===== config.mk =====
export PLATFORM = sky130hd
export DESIGN_NAME = gray_bcd_deframer
export DESIGN_NICKNAME = d
export VERILOG_FILES = /design/src/rtl/gray_bcd_pkg.sv /design/src/rtl/gray_digit_dec.sv /design/src/rtl/gray_bcd_deframer.sv
export SDC_FILE = /design/constraint.sdc
export NUM_CORES = 1
export LEC_CHECK = 0
export ABC_AREA = 1
export CAP_MARGIN = 20
export CORE_ASPECT_RATIO = 1.25
export CORE_MARGIN = 2
export CORE_UTILIZATION = 30
export DETAILED_ROUTE_END_ITERATION = 12
export PLACE_DENSITY = 0.57
export RECOVER_POWER = 25
export SETUP_SLACK_MARGIN = 0.15
export SLEW_MARGIN = 25
export SYNTH_ARGS = -nofsm -noshare
export SYNTH_HDL_FRONTEND = slang
export SYNTH_SLANG_ARGS = --single-unit

===== constraint.sdc =====
create_clock -name clk -period 1.28 [get_ports clk]
set_clock_uncertainty 0.05 [all_clocks]
set_input_delay 0.256 -clock clk [delete_from_list [all_inputs] [get_ports clk]]
set_output_delay 0.256 -clock clk [all_outputs]
set_load 0.005 [all_outputs]

===== src/rtl/gray_bcd_pkg.sv =====
// gray_bcd_pkg: shared state type and constants for the Gray-to-BCD deframer
package gray_bcd_pkg;
    typedef enum logic {COLLECT, HOLD} state_t;
    localparam logic [3:0] BCD_BAD    = 4'hF;
    localparam logic [7:0] ERRCNT_MAX = 8'd255;
endpackage


===== src/rtl/gray_digit_dec.sv =====
// gray_digit_dec: combinational binary-reflected Gray to BCD digit decoder
//   gray : Gray-coded digit in
//   bcd  : decoded digit, BCD_BAD when the code decodes above 9
//   bad  : code decodes to 10..15
module gray_digit_dec
    import gray_bcd_pkg::*;
(
    input  logic [3:0] gray,
    output logic [3:0] bcd,
    output logic       bad
);
    logic [3:0] b;
    assign b   = {gray[3], ^gray[3:2], ^gray[3:1], ^gray};
    assign bad = b > 4'd9;
    assign bcd = bad ? BCD_BAD : b;
endmodule


===== src/rtl/gray_bcd_deframer.sv =====
// gray_bcd_deframer: packs DIGITS Gray-coded digits (MSD first) into a BCD word
//   clk, rst_n          : clock, async active-low reset
//   flush               : drop the partially collected word (ignored while holding)
//   in_valid/in_ready   : digit handshake, in_gray carries the Gray digit
//   out_valid/out_ready : word handshake, out_bcd (digit 0 in top nibble), out_err
//   err_cnt             : saturating invalid-digit count, built only with GRAY_BCD_ERRCNT_EN
module gray_bcd_deframer
    import gray_bcd_pkg::*;
#(
    parameter int DIGITS = 4
) (
    input  logic                clk,
    input  logic                rst_n,
    input  logic                flush,
    input  logic                in_valid,
    output logic                in_ready,
    input  logic [3:0]          in_gray,
    output logic                out_valid,
    input  logic                out_ready,
    output logic [4*DIGITS-1:0] out_bcd,
    output logic                out_err,
    output logic [7:0]          err_cnt
);
    localparam int CW = (DIGITS > 1) ? $clog2(DIGITS) : 1;
    state_t state, state_nx;
    logic [CW-1:0] cnt;
    logic [4*DIGITS-1:0] word;
    logic [4*DIGITS+3:0] wide;
    logic [3:0] dig;
    logic bad, err, take, last;

    gray_digit_dec u_dec (
        .gray (in_gray),
        .bcd  (dig),
        .bad  (bad)
    );

    // flush beats a simultaneous digit, so it is never taken
    assign take = in_valid && state == COLLECT && !flush;
    assign last = cnt == CW'(DIGITS - 1);
    // appending below the old word keeps the first digit in the top nibble
    assign wide = {word, dig};

    always_ff @(posedge clk or negedge rst_n)
        if (!rst_n) state <= COLLECT;
        else        state <= state_nx;

    always_comb begin
        state_nx = state;
        state_nx = (state == COLLECT) ? ((take && last) ? HOLD : COLLECT)
                                      : (out_ready ? COLLECT : HOLD);
    end

    always_ff @(posedge clk or negedge rst_n) begin
        if (!rst_n) begin
            cnt  <= '0;
            word <= '0;
            err  <= 1'b0;
        end else if (state == COLLECT) begin
            if (flush) begin
                cnt  <= '0;
                word <= '0;
                err  <= 1'b0;
            end else if (take) begin
                word <= wide[4*DIGITS-1:0];
                err  <= err | bad;
                cnt  <= last ? '0 : cnt + CW'(1);
            end
        end else if (out_ready) begin
            err <= 1'b0;
        end
    end

    assign in_ready  = state == COLLECT;
    assign out_valid = state == HOLD;
    assign out_bcd   = word;
    assign out_err   = err;

`ifdef GRAY_BCD_ERRCNT_EN
    logic [7:0] ecnt;
    always_ff @(posedge clk or negedge rst_n)
        if (!rst_n)                                ecnt <= 8'd0;
        else if (take && bad && ecnt != ERRCNT_MAX) ecnt <= ecnt + 8'd1;
    assign err_cnt = ecnt;
`else
    assign err_cnt = 8'd0;
`endif
endmodule


==> results of run 1 <==
==> power groups by stage <==
| stage | clock, W | combinational (W) | sequential, W |
|---|---|---|---|
| floorplan | 0 | 0.000142 | 0.000697 |
| global placement | 0 | 0.000275 | 0.000698 |
| detailed placement | 0 | 0.000282 | 0.000699 |
| CTS | 0.000412 | 0.000312 | 0.000684 |
| global route | 0.000451 | 0.000363 | 0.000688 |
| finish | 0.000400 | 0.000333 | 0.000684 |
==> per-stage QoR <==
step	instances	total power [W]	setup WS, ns
2_1_floorplan	117	0.000839	0.0992
3_3_place_gp	187	0.000973	-0.416
3_5_place_dp	187	0.000981	-0.468
4_1_cts	199	0.00141	-0.00655
5_1_grt	200	0.00150	-0.0552
6_report	200	0.00142	0.00319
==> kinds of logic (layout without fill, tap and decap cells) <==
group	count (synthesis)	after routing	synth area share (%)
AOI/OAI and AO/OA	20	20	17.4
adders and majority gates	3	3	3.62
buffers and inverters	32	78	15.9
DFF	20	20	48.3
other	1	8	0.362
and+or+nand+nor	34	34	14.4
==> worst paths after layout <==
kind	endpoint	cells after the start
worst max-delay path	cnt[1]	6
worst min-delay path	out_bcd[13]	2
worst max register to register	cnt[1]	6
worst min register to register	out_bcd[13]	2
max in group asynchronous	out_valid	2
min in group asynchronous	out_err	2
==> timing repair <==
item,in CTS,in global routing
endpoints found under the setup margin,39,22
resized for setup,105,18
setup buffers,9,1
pin swaps,6,5
==> worst max-delay path, cell delays in order, from the launching register on <==
cell,delay [ns]
dfrtp_2,0.43
buf_6,0.12
inv_4,0.04
buf_6,0.09
o21ai_4,0.08
buf_6,0.15
a22o_1,0.21
==> cells in the mapped netlist (all sizes together) <==
cell   count  area (sq um)
a22o       1          8.76
a22oi      1          7.51
buf       10          82.6
conb       1          3.75
dfrtp     20           500
ha         3          37.5
inv       22          82.6
nand2     26          97.6
nand3      7          35.0
nor3       1          16.3
o21ai      9          56.3
o22ai      8           100
o31ai      1          7.51
==> final cells by class <==
class                      count  share of cell area, %
clock buffer                   3                   2.61
timing repair buffer          53                   26.2
inverter                      22                   5.86
tap                           37                   2.93
multi-input combinational     65                   30.6
sequential                    20                   31.7
==> routing by layer <==
| layer | up-vias | wire length, um |
|---|---|---|
| met5 | - | 0 |
| met4 | 0 | 36 |
| met3 | 4 | 84 |
| met2 | 20 | 1470 |
| met1 | 435 | 947 |
| li1 | 441 | - |
==> state kept, by name, summed over array words and instances (netlist names) <==
name       cells
out_bcd       16
cnt            2
out_err        1
out_valid      1
==> results.txt, run 1 <==
P&R area growth vs syn: 52.5%
Max Buffers Root-to-Sink: 2
Worst Hold Slack: 0.428 ns
Setup crit end kind: flop
Setup-failing EPs final: 0
Slew @ Worst Pin: 0.519 ns
M2 GR Usage: 23.8%
Final Hold Vio Count: 0
Post-Syn Instances: 110
Initial antenna violation count: 0
Via count: 900
Commonest non-fill, non-tap cell in the layout: dfrtp_1
VDD IR max: 0.000494 V
GRT Overall Usage: 13.0%
Horiz. Die Dim: 56.6 um
Number of cell rows: 23
Root buffer cell: clkbuf_8
Flop pwr share: 48.3%
Final #Nets: 177
Routed wire length: 2530 um
Die H: 69.7 um
Cell Pwr Density: 897 nW/um^2
Worst endpoint data arrival time: 1.37 ns
Cell variety after synth: 17
Finished Core Util: 48.6%
Drc violations: 0
Register Area: 502 sq um
Hold_sp: out_bcd[13]
RSZ-0062 raised after global routing: true
TritonCTS sink count: 20
Fillcell total: 325
Effective utilization at floorplan: 31.9%
Commonest cells after routing, fill and taps aside: dfrtp_1, inv_1, nand2_1, buf_2, buf_6
Met3 Resource Use GR: 1.87%
Min Tclk post-route: 1.28 ns
MaxCap Viol Count: 0
Comb pwr share: 23.5%
Placed Area: 1430 sq um
Starting DRT DRC Count: 19
Met1 usage: 14.1%
Avg WL per Cell: 12.7 um
Syn Area/Cell: 9.42 sq um
Max-slew violations: 0
Setup TNS: 0 ns
CTS tree: yes
Worst skew pair latency: 0.25 ns
Total grt overflow: 0
CTS clk-pin slew, worst paths: 0.07 ns
Status: completed
TritonRoute pass-1 iters: 2
PortBufs: 27
Mapped Area: 1040 sq um
Fmax: 0.783 GHz
Die area: 3940 sq um
First-pass GRT wire length: 4010 um
Worst Setup Path Type: reg -> reg
Area of the multi-input gates: 484 sq um
Internal power: 0.00103 W
Diode count: 0
Clock share of power: 28.2%
Slew HR: 65.4%
Antenna-violating nets left: 0
Yosys reg bits: 20
FF-to-FF setup slack: 0.003 ns
Vias in the first global route: 931
Required time of the critical path: 1.37 ns
Seq/Total Area, Yosys: 48.3%
Switching Share: 27.1%
Worst setup startpoint: out_valid
Post-route cell area: 1580 sq um
Vias per inst: 4.50
Worst R2R Start: out_valid
# IOs: 36
Core Box Area: 3250 sq um
Final GP Congestion: 0.751
CTS Buf Count: 3
Share of cells above drive strength 1: 50.3%
Number of H-tree levels: 1
Final HPWL DP: 1690 um
Hold Path Class: reg -> reg
Gr busiest metal: met2
Critical Path Fanout Max: 6
Final period util: 99.8%
Largest net degree at the start of global routing: 21
Ys Warns: 0
Crit start category: flop
NetSw: 0.000384 W
Cell leakage power: 0.835 nW
CTS Hold Bufs: 0
Power figures use the tool's default switching activity.
==> inputs of run 2 (changes only) <==
- CORE_MARGIN: 2 -> 4
- SKIP_CTS_REPAIR_TIMING: not set -> 1
==> results.txt, run 2 (synthesized netlist as in run 1, its figures left out) <==
Max-slew violations: 0
Effective utilization at floorplan: 31.9%
CTS Buf Count: 3
Antenna-violating nets left: 0
Diode count: 0
Final period util: 98.0%
DP Cell Count: 184
Final Power: 0.00140 W
Final HPWL DP: 1790 um
Worst Hold Slack: 0.434 ns
Cell leakage power: 1.02 nW
Final #Nets: 173
Avg WL per Cell: 12.3 um
Status: completed
Setup-failing EPs final: 0
Worst endpoint data arrival time: 1.40 ns
Cell Pwr Density: 852 nW/um^2
Switching Share: 26.4%
CTS clk-pin slew, worst paths: 0.07 ns
Root buffer cell: clkbuf_8
Die H: 73.7 um
Fillcell total: 303
RSZ-0062 raised after global routing: true
Commonest cells after routing, fill and taps aside: nand2_1, dfrtp_1, inv_1, dlymetal6s2s_1, buf_4
PortBufs: 27
NetSw: 0.000370 W
VDD IR max: 0.000424 V
Total grt overflow: 0
CTS tree: yes
Final Hold Vio Count: 0
Finished Core Util: 50.5%
Min Tclk post-route: 1.25 ns
Setup crit end kind: flop
Share of cells above drive strength 1: 42.8%
Vias per inst: 4.50
Post-Layout Cell Count: 196
Clock share of power: 28.1%
Die area: 4460 sq um
Post-route cell area: 1640 sq um
Flop pwr share: 49.2%
First-pass GRT wire length: 3790 um
Via count: 882
Core Box Area: 3250 sq um
Critical Path Fanout Max: 5
Horiz. Die Dim: 60.6 um
Initial antenna violation count: 0
Number of H-tree levels: 1
Hold Path Class: reg -> reg
Routed wire length: 2410 um
Largest net degree at the start of global routing: 21
Max Buffers Root-to-Sink: 2
Placed Area: 1420 sq um
Fmax: 0.797 GHz
Final GP Congestion: 0.797
Slew @ Worst Pin: 0.503 ns
GRT Overall Usage: 11.1%
Worst skew pair latency: 0.25 ns
Worst Setup Path Type: reg -> reg
Comb pwr share: 22.6%
Internal power: 0.00103 W
Max FFs per register: 16
MaxCap Viol Count: 0
Vias in the first global route: 869
P&R area growth vs syn: 58.5%
Crit start category: flop
TritonRoute pass-1 iters: 2
Drc violations: 0
# IOs: 36
Required time of the critical path: 1.42 ns
Slew HR: 66.5%
Starting DRT DRC Count: 12
TritonCTS sink count: 20
Number of cell rows: 23
[run 2: worst paths after layout]
| check | start | end | slack [ns] | cells after the start |
|---|---|---|---|---|
| worst max-delay path | out_valid | out_bcd[2] | 0.03 | 7 |
| worst max register to register | out_valid | out_bcd[2] | 0.03 | 7 |
| min in group asynchronous | rst_n | cnt[0] | 0.45 | 2 |
| worst min-delay path | out_bcd[13] | out_bcd[13] | 0.43 | 2 |
| worst min register to register | out_bcd[13] | out_bcd[13] | 0.43 | 2 |
| max in group asynchronous | rst_n | out_valid | 0.37 | 2 |
[run 2: routing by layer]
metal / share of wire (%) / vias up / global-route usage, %
li1: - / 438 / -
met1: 38 / 428 / 13.1
met2: 57 / 14 / 19.4
met3: 3.9 / 2 / 1.05
met4: 1.1 / 0 / 5.54
met5: 0 / - / 0
[run 2: cell type report]
| class | count | area [sq um] | area share [%] |
|---|---|---|---|
| well taps | 37 | 46.3 | 2.82 |
| flip-flops and latches | 20 | 502 | 30.6 |
| multi-input cells | 65 | 490 | 29.9 |
| inverters | 22 | 85.1 | 5.18 |
| clock buffers | 3 | 41.3 | 2.52 |
| repair buffers | 49 | 477 | 29.0 |
[run 2: power by group through the flow]
stage	registers, W	clock network [W]	logic (W)
3_5_place_dp	0.000699	0	0.000279
3_3_place_gp	0.000698	0	0.000276
6_report	0.000688	0.000393	0.000317
2_1_floorplan	0.000697	0	0.000142
5_1_grt	0.000693	0.000446	0.000348
4_1_cts	0.000687	0.000408	0.000281
[run 2: critical path: stages, from the launching register on]
cell	delay, ns
dfrtp_2	0.43
buf_6	0.13
nor3_4	0.16
buf_6	0.15
buf_6	0.09
buf_6	0.08
nand2_2	0.05
nand2_1	0.06
[run 2: per-stage QoR]
stage / setup TNS [ns] / worst slack, ns
3_3_place_gp: -4.65 / -0.419
3_5_place_dp: -4.96 / -0.453
4_1_cts: -3.73 / -0.307
6_report: 0 / 0.0251
5_1_grt: -0.127 / -0.0500
2_1_floorplan: 0 / 0.0992
